`src/rtl/uart_pkg.sv`:
```
// Shared types and constants for the UART receiver.
package uart_pkg;

    localparam int UART_DATA_BITS = 8;

    typedef enum logic [1:0] {
        IDLE  = 2'd0,
        START = 2'd1,
        DATA  = 2'd2,
        STOP  = 2'd3
    } uart_rx_state_t;

endpackage : uart_pkg

```
`src/rtl/uart_rx_timer.sv`:
```
// Bit-period down-counter for the UART receiver.
// load_half / load_full preload half or full bit periods; tick fires on the
// last clock of the loaded interval while run is high. Held at zero when idle.
module uart_rx_timer #(
    parameter int CLKS_PER_BAUD = 16
) (
    input  logic clk,
    input  logic reset,
    input  logic load_half,
    input  logic load_full,
    input  logic run,
    output logic tick
);

    localparam int CNT_W = $clog2(CLKS_PER_BAUD) + 1;
    localparam logic [CNT_W-1:0] FULL_CNT = CNT_W'(CLKS_PER_BAUD);
    localparam logic [CNT_W-1:0] HALF_CNT = CNT_W'(CLKS_PER_BAUD / 2);
    localparam logic [CNT_W-1:0] CNT_ONE  = {{(CNT_W-1){1'b0}}, 1'b1};
    localparam logic [CNT_W-1:0] CNT_ZERO = {CNT_W{1'b0}};

    logic [CNT_W-1:0] count_q;
    logic [CNT_W-1:0] count_d;

    // Next count: loads win, otherwise count down while running, else park at zero.
    always_comb begin
        count_d = count_q;
        if (load_half) begin
            count_d = HALF_CNT;
        end else if (load_full) begin
            count_d = FULL_CNT;
        end else if (run && (count_q != CNT_ZERO)) begin
            count_d = count_q - CNT_ONE;
        end else if (run) begin
            count_d = count_q;
        end else begin
            count_d = CNT_ZERO;
        end
    end

    // Counter register with synchronous reset.
    always_ff @(posedge clk) begin
        if (reset) begin
            count_q <= CNT_ZERO;
        end else begin
            count_q <= count_d;
        end
    end

    assign tick = run && (count_q == CNT_ONE);

endmodule : uart_rx_timer

```
`src/rtl/uart_rx.sv`:
```
// UART receiver: 8N1, LSB first, with a one-entry valid/ready output buffer,
// frame-error and overrun pulses.
module uart_rx
    import uart_pkg::*;
#(
    parameter int CLOCK_HZ  = 10,
    parameter int BAUD_RATE = 1
) (
    input  logic       clk,
    input  logic       reset,
    input  logic       rx,
    output logic [7:0] data,
    output logic       valid,
    input  logic       ready,
    output logic       frame_err,
    output logic       overrun
);

    localparam int CLKS_PER_BAUD = CLOCK_HZ / BAUD_RATE;
    localparam int BIT_CNT_W     = $clog2(UART_DATA_BITS);
    localparam logic [BIT_CNT_W-1:0] LAST_BIT = BIT_CNT_W'(UART_DATA_BITS - 1);
    localparam logic [BIT_CNT_W-1:0] BIT_ONE  = {{(BIT_CNT_W-1){1'b0}}, 1'b1};

    generate
        if (CLKS_PER_BAUD < 4) begin : g_rate_check
            $error("uart_rx: CLOCK_HZ/BAUD_RATE must be at least 4");
        end
    endgenerate

    uart_rx_state_t state_q, state_d;

    logic                      rx_meta_q, rx_s_q, rx_prev_q;
    logic [UART_DATA_BITS-1:0] shift_q, shift_d;
    logic [BIT_CNT_W-1:0]      bit_cnt_q, bit_cnt_d;
    logic [UART_DATA_BITS-1:0] data_q, data_d;
    logic                      valid_q, valid_d;
    logic                      frame_err_q, frame_err_d;
    logic                      overrun_q, overrun_d;
    logic                      load_half_s, load_full_s, run_s, tick_s;
    logic                      fall_s;

    uart_rx_timer #(
        .CLKS_PER_BAUD(CLKS_PER_BAUD)
    ) u_timer (
        .clk      (clk),
        .reset    (reset),
        .load_half(load_half_s),
        .load_full(load_full_s),
        .run      (run_s),
        .tick     (tick_s)
    );

    assign fall_s = rx_prev_q & ~rx_s_q;

    // Two-flop synchronizer plus a delayed copy for falling-edge detection; idle-high on reset.
    always_ff @(posedge clk) begin
        if (reset) begin
            rx_meta_q <= 1'b1;
            rx_s_q    <= 1'b1;
            rx_prev_q <= 1'b1;
        end else begin
            rx_meta_q <= rx;
            rx_s_q    <= rx_meta_q;
            rx_prev_q <= rx_s_q;
        end
    end

    // FSM next state, shift register, output buffer and pulse generation.
    always_comb begin
        state_d     = state_q;
        shift_d     = shift_q;
        bit_cnt_d   = bit_cnt_q;
        data_d      = data_q;
        frame_err_d = 1'b0;
        overrun_d   = 1'b0;
        load_half_s = 1'b0;
        load_full_s = 1'b0;
        run_s       = 1'b0;
        if (valid_q && ready) begin
            valid_d = 1'b0;
        end else begin
            valid_d = valid_q;
        end

        case (state_q)
            IDLE: begin
                if (fall_s) begin
                    state_d     = START;
                    load_half_s = 1'b1;
                end else begin
                    state_d = IDLE;
                end
            end
            START: begin
                run_s = 1'b1;
                if (tick_s) begin
                    if (!rx_s_q) begin
                        state_d     = DATA;
                        load_full_s = 1'b1;
                        bit_cnt_d   = {BIT_CNT_W{1'b0}};
                    end else begin
                        state_d = IDLE;
                    end
                end else begin
                    state_d = START;
                end
            end
            DATA: begin
                run_s = 1'b1;
                if (tick_s) begin
                    shift_d     = {rx_s_q, shift_q[UART_DATA_BITS-1:1]};
                    load_full_s = 1'b1;
                    if (bit_cnt_q == LAST_BIT) begin
                        state_d   = STOP;
                        bit_cnt_d = {BIT_CNT_W{1'b0}};
                    end else begin
                        bit_cnt_d = bit_cnt_q + BIT_ONE;
                    end
                end else begin
                    state_d = DATA;
                end
            end
            STOP: begin
                run_s = 1'b1;
                if (tick_s) begin
                    state_d = IDLE;
                    if (rx_s_q) begin
                        if (!valid_q || ready) begin
                            data_d  = shift_q;
                            valid_d = 1'b1;
                        end else begin
                            overrun_d = 1'b1;
                        end
                    end else begin
                        frame_err_d = 1'b1;
                    end
                end else begin
                    state_d = STOP;
                end
            end
            default: begin
                state_d = IDLE;
            end
        endcase
    end

    // Registered FSM, datapath and outputs with synchronous reset.
    always_ff @(posedge clk) begin
        if (reset) begin
            state_q     <= IDLE;
            shift_q     <= {UART_DATA_BITS{1'b0}};
            bit_cnt_q   <= {BIT_CNT_W{1'b0}};
            data_q      <= {UART_DATA_BITS{1'b0}};
            valid_q     <= 1'b0;
            frame_err_q <= 1'b0;
            overrun_q   <= 1'b0;
        end else begin
            state_q     <= state_d;
            shift_q     <= shift_d;
            bit_cnt_q   <= bit_cnt_d;
            data_q      <= data_d;
            valid_q     <= valid_d;
            frame_err_q <= frame_err_d;
            overrun_q   <= overrun_d;
        end
    end

    assign data      = data_q;
    assign valid     = valid_q;
    assign frame_err = frame_err_q;
    assign overrun   = overrun_q;

endmodule : uart_rx

```
`config.mk`:
```
export PLATFORM = sky130hd
export DESIGN_NAME = uart_rx
export DESIGN_NICKNAME = d
export VERILOG_FILES = /design/src/rtl/uart_pkg.sv /design/src/rtl/uart_rx_timer.sv /design/src/rtl/uart_rx.sv
export SDC_FILE = /design/constraint.sdc
export NUM_CORES = 1
export LEC_CHECK = 0
export ABC_AREA = 1
export BUFFER_PORTS_ARGS = -buffer_cell sky130_fd_sc_hd__buf_2
export CORE_MARGIN = 1.5
export CORE_UTILIZATION = 54
export CTS_BUF_LIST = sky130_fd_sc_hd__clkbuf_8
export CTS_CLUSTER_DIAMETER = 30
export CTS_CLUSTER_SIZE = 12
export DETAILED_ROUTE_END_ITERATION = 12
export PLACE_DENSITY = 0.82
export SLEW_MARGIN = 20
export SYNTH_ARGS = -nofsm -noshare
export SYNTH_HDL_FRONTEND = slang
export SYNTH_SLANG_ARGS = --single-unit
```
`constraint.sdc`:
```
create_clock -name clk -period 1.75 [get_ports clk]
set_clock_uncertainty 0.05 [all_clocks]
set_input_delay 0.2625 -clock clk [delete_from_list [all_inputs] [get_ports clk]]
set_output_delay 0.2625 -clock clk [all_outputs]
set_load 0.05 [all_outputs]
```
# Yosys cells after proc, flatten, opt, wreduce, memory -nomap -nowiden
# Index checks and enable logic that the tools add are counted.
[word_totals] inputBits=4 out_inout_bits=11 elab_cells=76 reg_bits=32
[classes] n_eq_ne=12 bitwise=4 mux=29 addsub=2 n_reduce_logical=16
[op_table] op="$mux W3" count=5
[op_table] op="$mux W1" count=13
[op_table] op="$mux W2" count=5
[op_table] op="$mux W5" count=2
[op_table] op="$ne A2 B2 Y1 const B" count=4
[op_table] op="$pmux W2 S4" count=1
[op_table] op="$reduce_and A4 Y1" count=2
[op_table] op="$ne A3 B3 Y1 const B" count=2
[op_table] op="$pmux W3 S2" count=1
[op_table] op="$reduce_or A3 Y1" count=2
[op_table] op="$eq A5 B1 Y1 const B" count=1
[op_table] op="$reduce_bool A5 Y1" count=1
[op_table] op="$sub A5 B1 Y5 const B" count=1
[op_table] op="$eq A2 B2 Y1 const B" count=2
[op_table] op="$mux W4" count=1
[op_table] op="$ne A4 B4 Y1 const B" count=1
[op_table] op="$reduce_or A2 Y1" count=2
[op_table] op="$reduce_or A4 Y1" count=1
[op_table] op="$add A3 B1 Y3 const B" count=1
[op_table] op="$eq A3 B3 Y1 const B" count=1
[op_table] op="$logic_and A1 B1 Y1" count=3
[op_table] op="$not A1 Y1" count=3
[op_table] op="$eq A2 B1 Y1 const B" count=1
[op_table] op="$logic_not A2 Y1" count=1
[op_table] op="other kinds (6)" count=6

# Depth between registers and ports, before layout
[depth] ltp_word=8 depth_mapped=10 ltp_nobuf=10

# Modules after synthesis
# From an unflattened synthesis, not the netlist that was laid out.
[unflattened] cells_unflattened=186 hier_area_um2=1466.4
[by_module_without_submodules] mod="uart_rx" cells_each=139 n_inst=1 seq_area_each_um2=540.5 area_each_um2=1114.8
[by_module_without_submodules] mod="uart_rx_timer" cells_each=47 n_inst=1 seq_area_each_um2=100.1 area_each_um2=351.6

# Least setup slack after synthesis
# No wires, ideal clock.
[synth_timing] kind="reg-to-reg" from="register state_q[0]" to="register data_q[1] (netlist: data[1])" arrival_ns=1.481 synth_period_minus_slack_ns=1.647 slack_ns=0.103 n_path_buf=0 required_ns=1.584 setup_ns=0.116 path_stages_with_launch=11 cell_sequence="dfxtp_1 -> inv_1 -> ha_1 -> inv_1 -> nand2_1 -> nor2_8 -> nand3_4 -> nor2_8 -> inv_4 -> nor2_1 -> nor2_1"
[synth_between] elab_chain_cells=5 elab_cells_between_ends=7 cone_classes="eq/ne: 3; mux: 1; reduce/logical: 3"
[synth_lines] element="from (decl)" line_no="uart_rx.sv:30" source="uart_rx_state_t state_q, state_d;"
[synth_lines] element="from (signal assigned)" line_no="uart_rx.sv:158" source="state_q <= state_d;"
[synth_lines] element="$eq A2 B2 Y1 or $eq A2 B1 Y1 (tied branches)" line_no="uart_rx.sv:85" source="case (state_q)"
[synth_lines] element="$reduce_or A3 Y1 (no line)"
[synth_lines] element="$mux W1" line_no="uart_rx.sv:85"
[synth_lines] element="$logic_and A1 B1 Y1" line_no="uart_rx_timer.sv:49" source="assign tick = run && (count_q == CNT_ONE);"
[synth_lines] element="$reduce_and A4 Y1 (no line) *"
[synth_lines] element="to (signal assigned)" line_no="uart_rx.sv:153" source="data_q <= {UART_DATA_BITS{1'b0}};"
[synth_lines] element="to (signal assigned)" line_no="uart_rx.sv:161" source="data_q <= data_d;"
[synth_lines] element="to (decl)" line_no="uart_rx.sv:35" source="logic [UART_DATA_BITS-1:0] data_q, data_d;"
# Mark *: on every way between the ends. The rest lies on a longest branch, timed or not.
# A chain may end at the register's enable or synchronous reset.

# Final worst setup path
[layout_timing] from="register state_q[1]" to="register bit_cnt_q[1]"
[layout_between] elab_chain_cells=6 elab_cells_between_ends=12 cone_classes="eq/ne: 6; mux: 2; reduce/logical: 4"
[layout_lines] element="$eq A2 B2 Y1 or $eq A2 B1 Y1 (tied branches)" line_no="uart_rx.sv:85"
[layout_lines] element="$reduce_or A3 Y1 (no line)"
[layout_lines] element="$mux W1" line_no="uart_rx.sv:85"
[layout_lines] element="$logic_and A1 B1 Y1" line_no="uart_rx_timer.sv:49"
[layout_lines] element="$ne A2 B2 Y1 (no line)"
[layout_lines] element="$reduce_and A4 Y1 (no line)"
[layout_lines] element="to (signal assigned)" line_no="uart_rx.sv:152" source="bit_cnt_q <= {BIT_CNT_W{1'b0}};"
[layout_lines] element="to (signal assigned)" line_no="uart_rx.sv:160" source="bit_cnt_q <= bit_cnt_d;"
[layout_lines] element="to (decl)" line_no="uart_rx.sv:34" source="logic [BIT_CNT_W-1:0] bit_cnt_q, bit_cnt_d;"
# Several ways; a longest one is shown, not always the timed one.

==> results summary <==
The clock network is responsible for 43.6% of the overall power. The maximum VDD drop is 0.000780 V. The cts-stage hold buffer count is 0.

The total track usage is 21.2%. The top cell types in the final layout, fill and taps aside, are nor2_1 (39), dfxtp_1 (32), inv_1 (19). The most common cell after layout, fill and taps aside is nor2_1. The via count of the first global-routing pass is 1186.

The final critical path time including I/O delays and setup is 1.61 ns. The number of synthesized register bits is 32. The weighted congestion reported at the end of routability-driven placement came out at 0.933.

The CTS root buffer is clkbuf_8. The endpoint of the most critical register-to-register path is bit_cnt_q[1]$_SDFFE_PP0P_. In this run the critical register-to-register path is launched from state_q[1]$_SDFFE_PP0P_. The fraction of final layout cells sized beyond drive strength 1 is 21.0%. The number of setup violations in the final report came out at 0. The mean instance size in the synthesized netlist is 8.06 µm². In this run the count of I/O pins placed on the die edge is 15.

The path class of the tightest hold or removal check is in2reg. Yosys attributes the largest share of cell area to dfxtp_1 (43%), nor2_1 (10%), ha_1 (8.4%), o21ai_0 (5.7%), inv_1 (5.1%). The maximum net fanout on the critical path is 4. The post-synthesis cell type with the largest combined area is dfxtp_1. The detailed-router iteration count before antenna repair came out at 5. After the first detailed-routing iteration, the DRC count stood at 26.

The max-slew headroom at the worst pin came out at 61.0%. The reported max-cap violation count came out at 0. The net count of the mapped netlist is 198. The cell count after synthesis came out at 184. Buffers inserted during clock tree synthesis total 5.

The maximum number of pins on one net before global-route repair is 24. The initial antenna violation count came to 0. For the pin with the worst max-slew slack, the measured transition is 0.584 ns.

The post-placement cell count is 232. Counting instances, the worst hold path has a depth of 2. The end point of the worst hold path is rx_meta_q$_SDFF_PP1_. Power spread over the standard cell area amounts to 802 nW/µm². Yosys mapped the design onto 26 distinct sky130hd cell types. The hold path startpoint is rx. The area taken by flip-flops and latches came out at 641 µm². TritonCTS built the clock tree. The portion of synthesized cell area occupied by the leading cell type came out at 43.2%. Leaving out filler cells and counting taps, the final layout contains 240. In this run the tool buffered the top-level ports with 14 buffer cells. The total leakage power is 0.873 nW. The sequential share of power is 52.9%. After detailed routing, the number of remaining DRC violations is 0. The region available for standard cell placement spans 2540 µm². The number of vias in the routed layout is 1263. The slack of the worst reg-to-reg path came out at 0.14 ns. The remaining antenna violation count after routing came out at 0. The horizontal die dimension came out at 55.4 µm.

The critical path arrival came out at 1.74 ns. Setup repair after global routing left no endpoint under its margin. The run finished with clean final reports. After filler insertion, the fill cell instance count of the layout stands at 209. The initialized floorplan defines 18 standard-cell rows. The sequential cell area fraction in the yosys report is 43.2%. The number of antenna cells inserted came out at 0. The number of failing hold endpoints at the final stage is 0. The power share of the combinational group is 3.5%. STA classifies the critical path endpoint as a register. The layout-stage area growth over the synthesis result is 17.5%. The total die area came out at 3070 µm². The worst register-to-register path has a depth of 11.

The clock sink count is 32. The kind of launch point of the worst setup path is a register. At the later pin of the worst-skew pair, clock insertion delay measures 0.29 ns. The per-cell routed wire length came out at 12.8 µm.

By startpoint and endpoint, the worst setup path is classified as reg2reg. The aggregate routed wire length is 3080 µm. The count of H-tree levels built during CTS came out at 2.

The required time of the critical path came out at 1.88 ns. The first-pass GRT wire length came out at 5120 µm. Internal power comes to 0.00110 W. The y dimension of the die is 55.4 µm. The initial utilization of the core area, before any placement, comes to 58.3%. The final-layout setup total negative slack came out at 0 ns. After clock tree synthesis, the clock-pin slew on the worst setup and hold paths is 0.06 ns. No sink is reached through more buffers than the 2 on the longest clock path. The net count of the finished layout is 224. Summed over all nets, the switching power comes to 0.000295 W.

The switching part of the total power came out at 21.1%. The combined area of the multi-input logic cells came out at 756 µm². For this run, the number of Yosys warnings is 0. For this run, the top clock speed supported by timing is 0.621 GHz. The detailed-route vias per instance is 5.26. The total global routing overflow came out at 0.

The final critical-path share of the clock period is 92.1%. The cell area after synthesis came out at 1480 µm². The final-report max-slew violation count was 0.

The placed wire-length estimate after detailed placement is 2260 µm.
[final cells by class]
class                           instances  share of cell area [%]
Clock buffer                            7                    5.53
Inverter                               23                    5.10
Multi-Input combinational cell        127                    43.4
Sequential cell                        32                    36.8
Tap cell                               30                    2.16
Timing Repair Buffer                   21                    7.04
[timing repair]
action,4_1_cts,5_1_grt
resized for setup,0,5
setup buffers,0,1
endpoints found under the setup margin,0,20
[kinds of logic after synthesis]
group                      share of synthesized area (%)
AOI/OAI and AO/OA                                   13.8
xor gates and xnor gates                            1.18
adders and majority gates                           8.44
buffers and inverters                               6.50
DFF                                                 43.2
and+or+nand+nor                                     26.9
[worst max-delay path: stages, from the launching register on]
cell	delay [ns]
dfxtp_1	0.33
inv_1	0.06
buf_4	0.14
ha_1	0.19
inv_1	0.12
nor2_4	0.06
inv_1	0.06
o21ai_0	0.06
nand2_1	0.13
inv_1	0.09
o21ai_0	0.16
nor2_1	0.06
[synth_stat cells (all sizes together)]
| library cell | count |
|---|---|
| nor2 | 44 |
| dfxtp | 32 |
| inv | 23 |
| o21ai | 22 |
| nand2 | 15 |
| a21oi | 13 |
| ha | 10 |
| nand3 | 7 |
| nor3 | 4 |
| or2 | 4 |
| nand4 | 2 |
| xor2 | 2 |
| a211oi | 1 |
| buf | 1 |
| clkbuf | 1 |
| nand3b | 1 |
| nor4 | 1 |
| o211ai | 1 |
[stage by stage]
| stage | total power (W) | instance area, µm² | hold slack [ns] | setup slack, ns | util (%) |
|---|---|---|---|---|---|
| after global routing | 0.00144 | 1740 | 0.113 | 0.0247 | 68.4 |
| after CTS | 0.00140 | 1720 | 0.116 | 0.00575 | 67.7 |
| after detailed placement | 0.000802 | 1630 | 0.376 | 0.0343 | 64.0 |
| after global placement | 0.000800 | 1630 | 0.344 | 0.109 | 64.0 |
| after floorplan | 0.000786 | 1480 | 0.282 | 0.103 | - |
| final | 0.00140 | 1740 | 0.115 | 0.139 | 68.4 |
[power by group through the flow]
stage	clock (W)	sequential (W)	combinational (W)
floorplan	0	0.000754	0.0000328
global placement	0	0.000754	0.0000455
detailed placement	0	0.000755	0.0000471
CTS	0.000619	0.000738	0.0000477
global route	0.000651	0.000739	0.0000546
finish	0.000608	0.000739	0.0000490
[state kept, by name (all words and copies together) (netlist names)]
name             flops
data                 8
rx_meta_q            1
state_q              2
overrun              1
frame_err            1
shift_q              8
rx_s_q               1
rx_prev_q            1
bit_cnt_q            3
u_timer.count_q      5
valid                1
[per-layer routing]
metal	track usage, %	part of all wire [%]	vias up	wire length, µm
met1	23.3	43	593	1310
met2	37.9	52	19	1600
li1	-	-	645	-
met5	0	0	-	0
met4	8.36	1.9	0	58
met3	6.32	3.4	6	104
[worst max path at each step]
| stage | cells after the start | end | start | slack, ns |
|---|---|---|---|---|
| 2_1_floorplan | 10 | data[1]$_SDFFE_PP0P_ | state_q[0]$_SDFFE_PP0P_ | 0.10 |
| 3_3_place_gp | 10 | data[5]$_SDFFE_PP0P_ | state_q[0]$_SDFFE_PP0P_ | 0.11 |
| 3_5_place_dp | 10 | data[6]$_SDFFE_PP0P_ | state_q[0]$_SDFFE_PP0P_ | 0.03 |
| 4_1_cts | 10 | bit_cnt_q[2]$_SDFFE_PP0P_ | state_q[0]$_SDFFE_PP0P_ | 0.006 |
| 5_1_grt | 11 | bit_cnt_q[1]$_SDFFE_PP0P_ | state_q[1]$_SDFFE_PP0P_ | 0.02 |
| 6_report | 11 | bit_cnt_q[1]$_SDFFE_PP0P_ | state_q[1]$_SDFFE_PP0P_ | 0.14 |
Power figures use the tool's default switching activity.
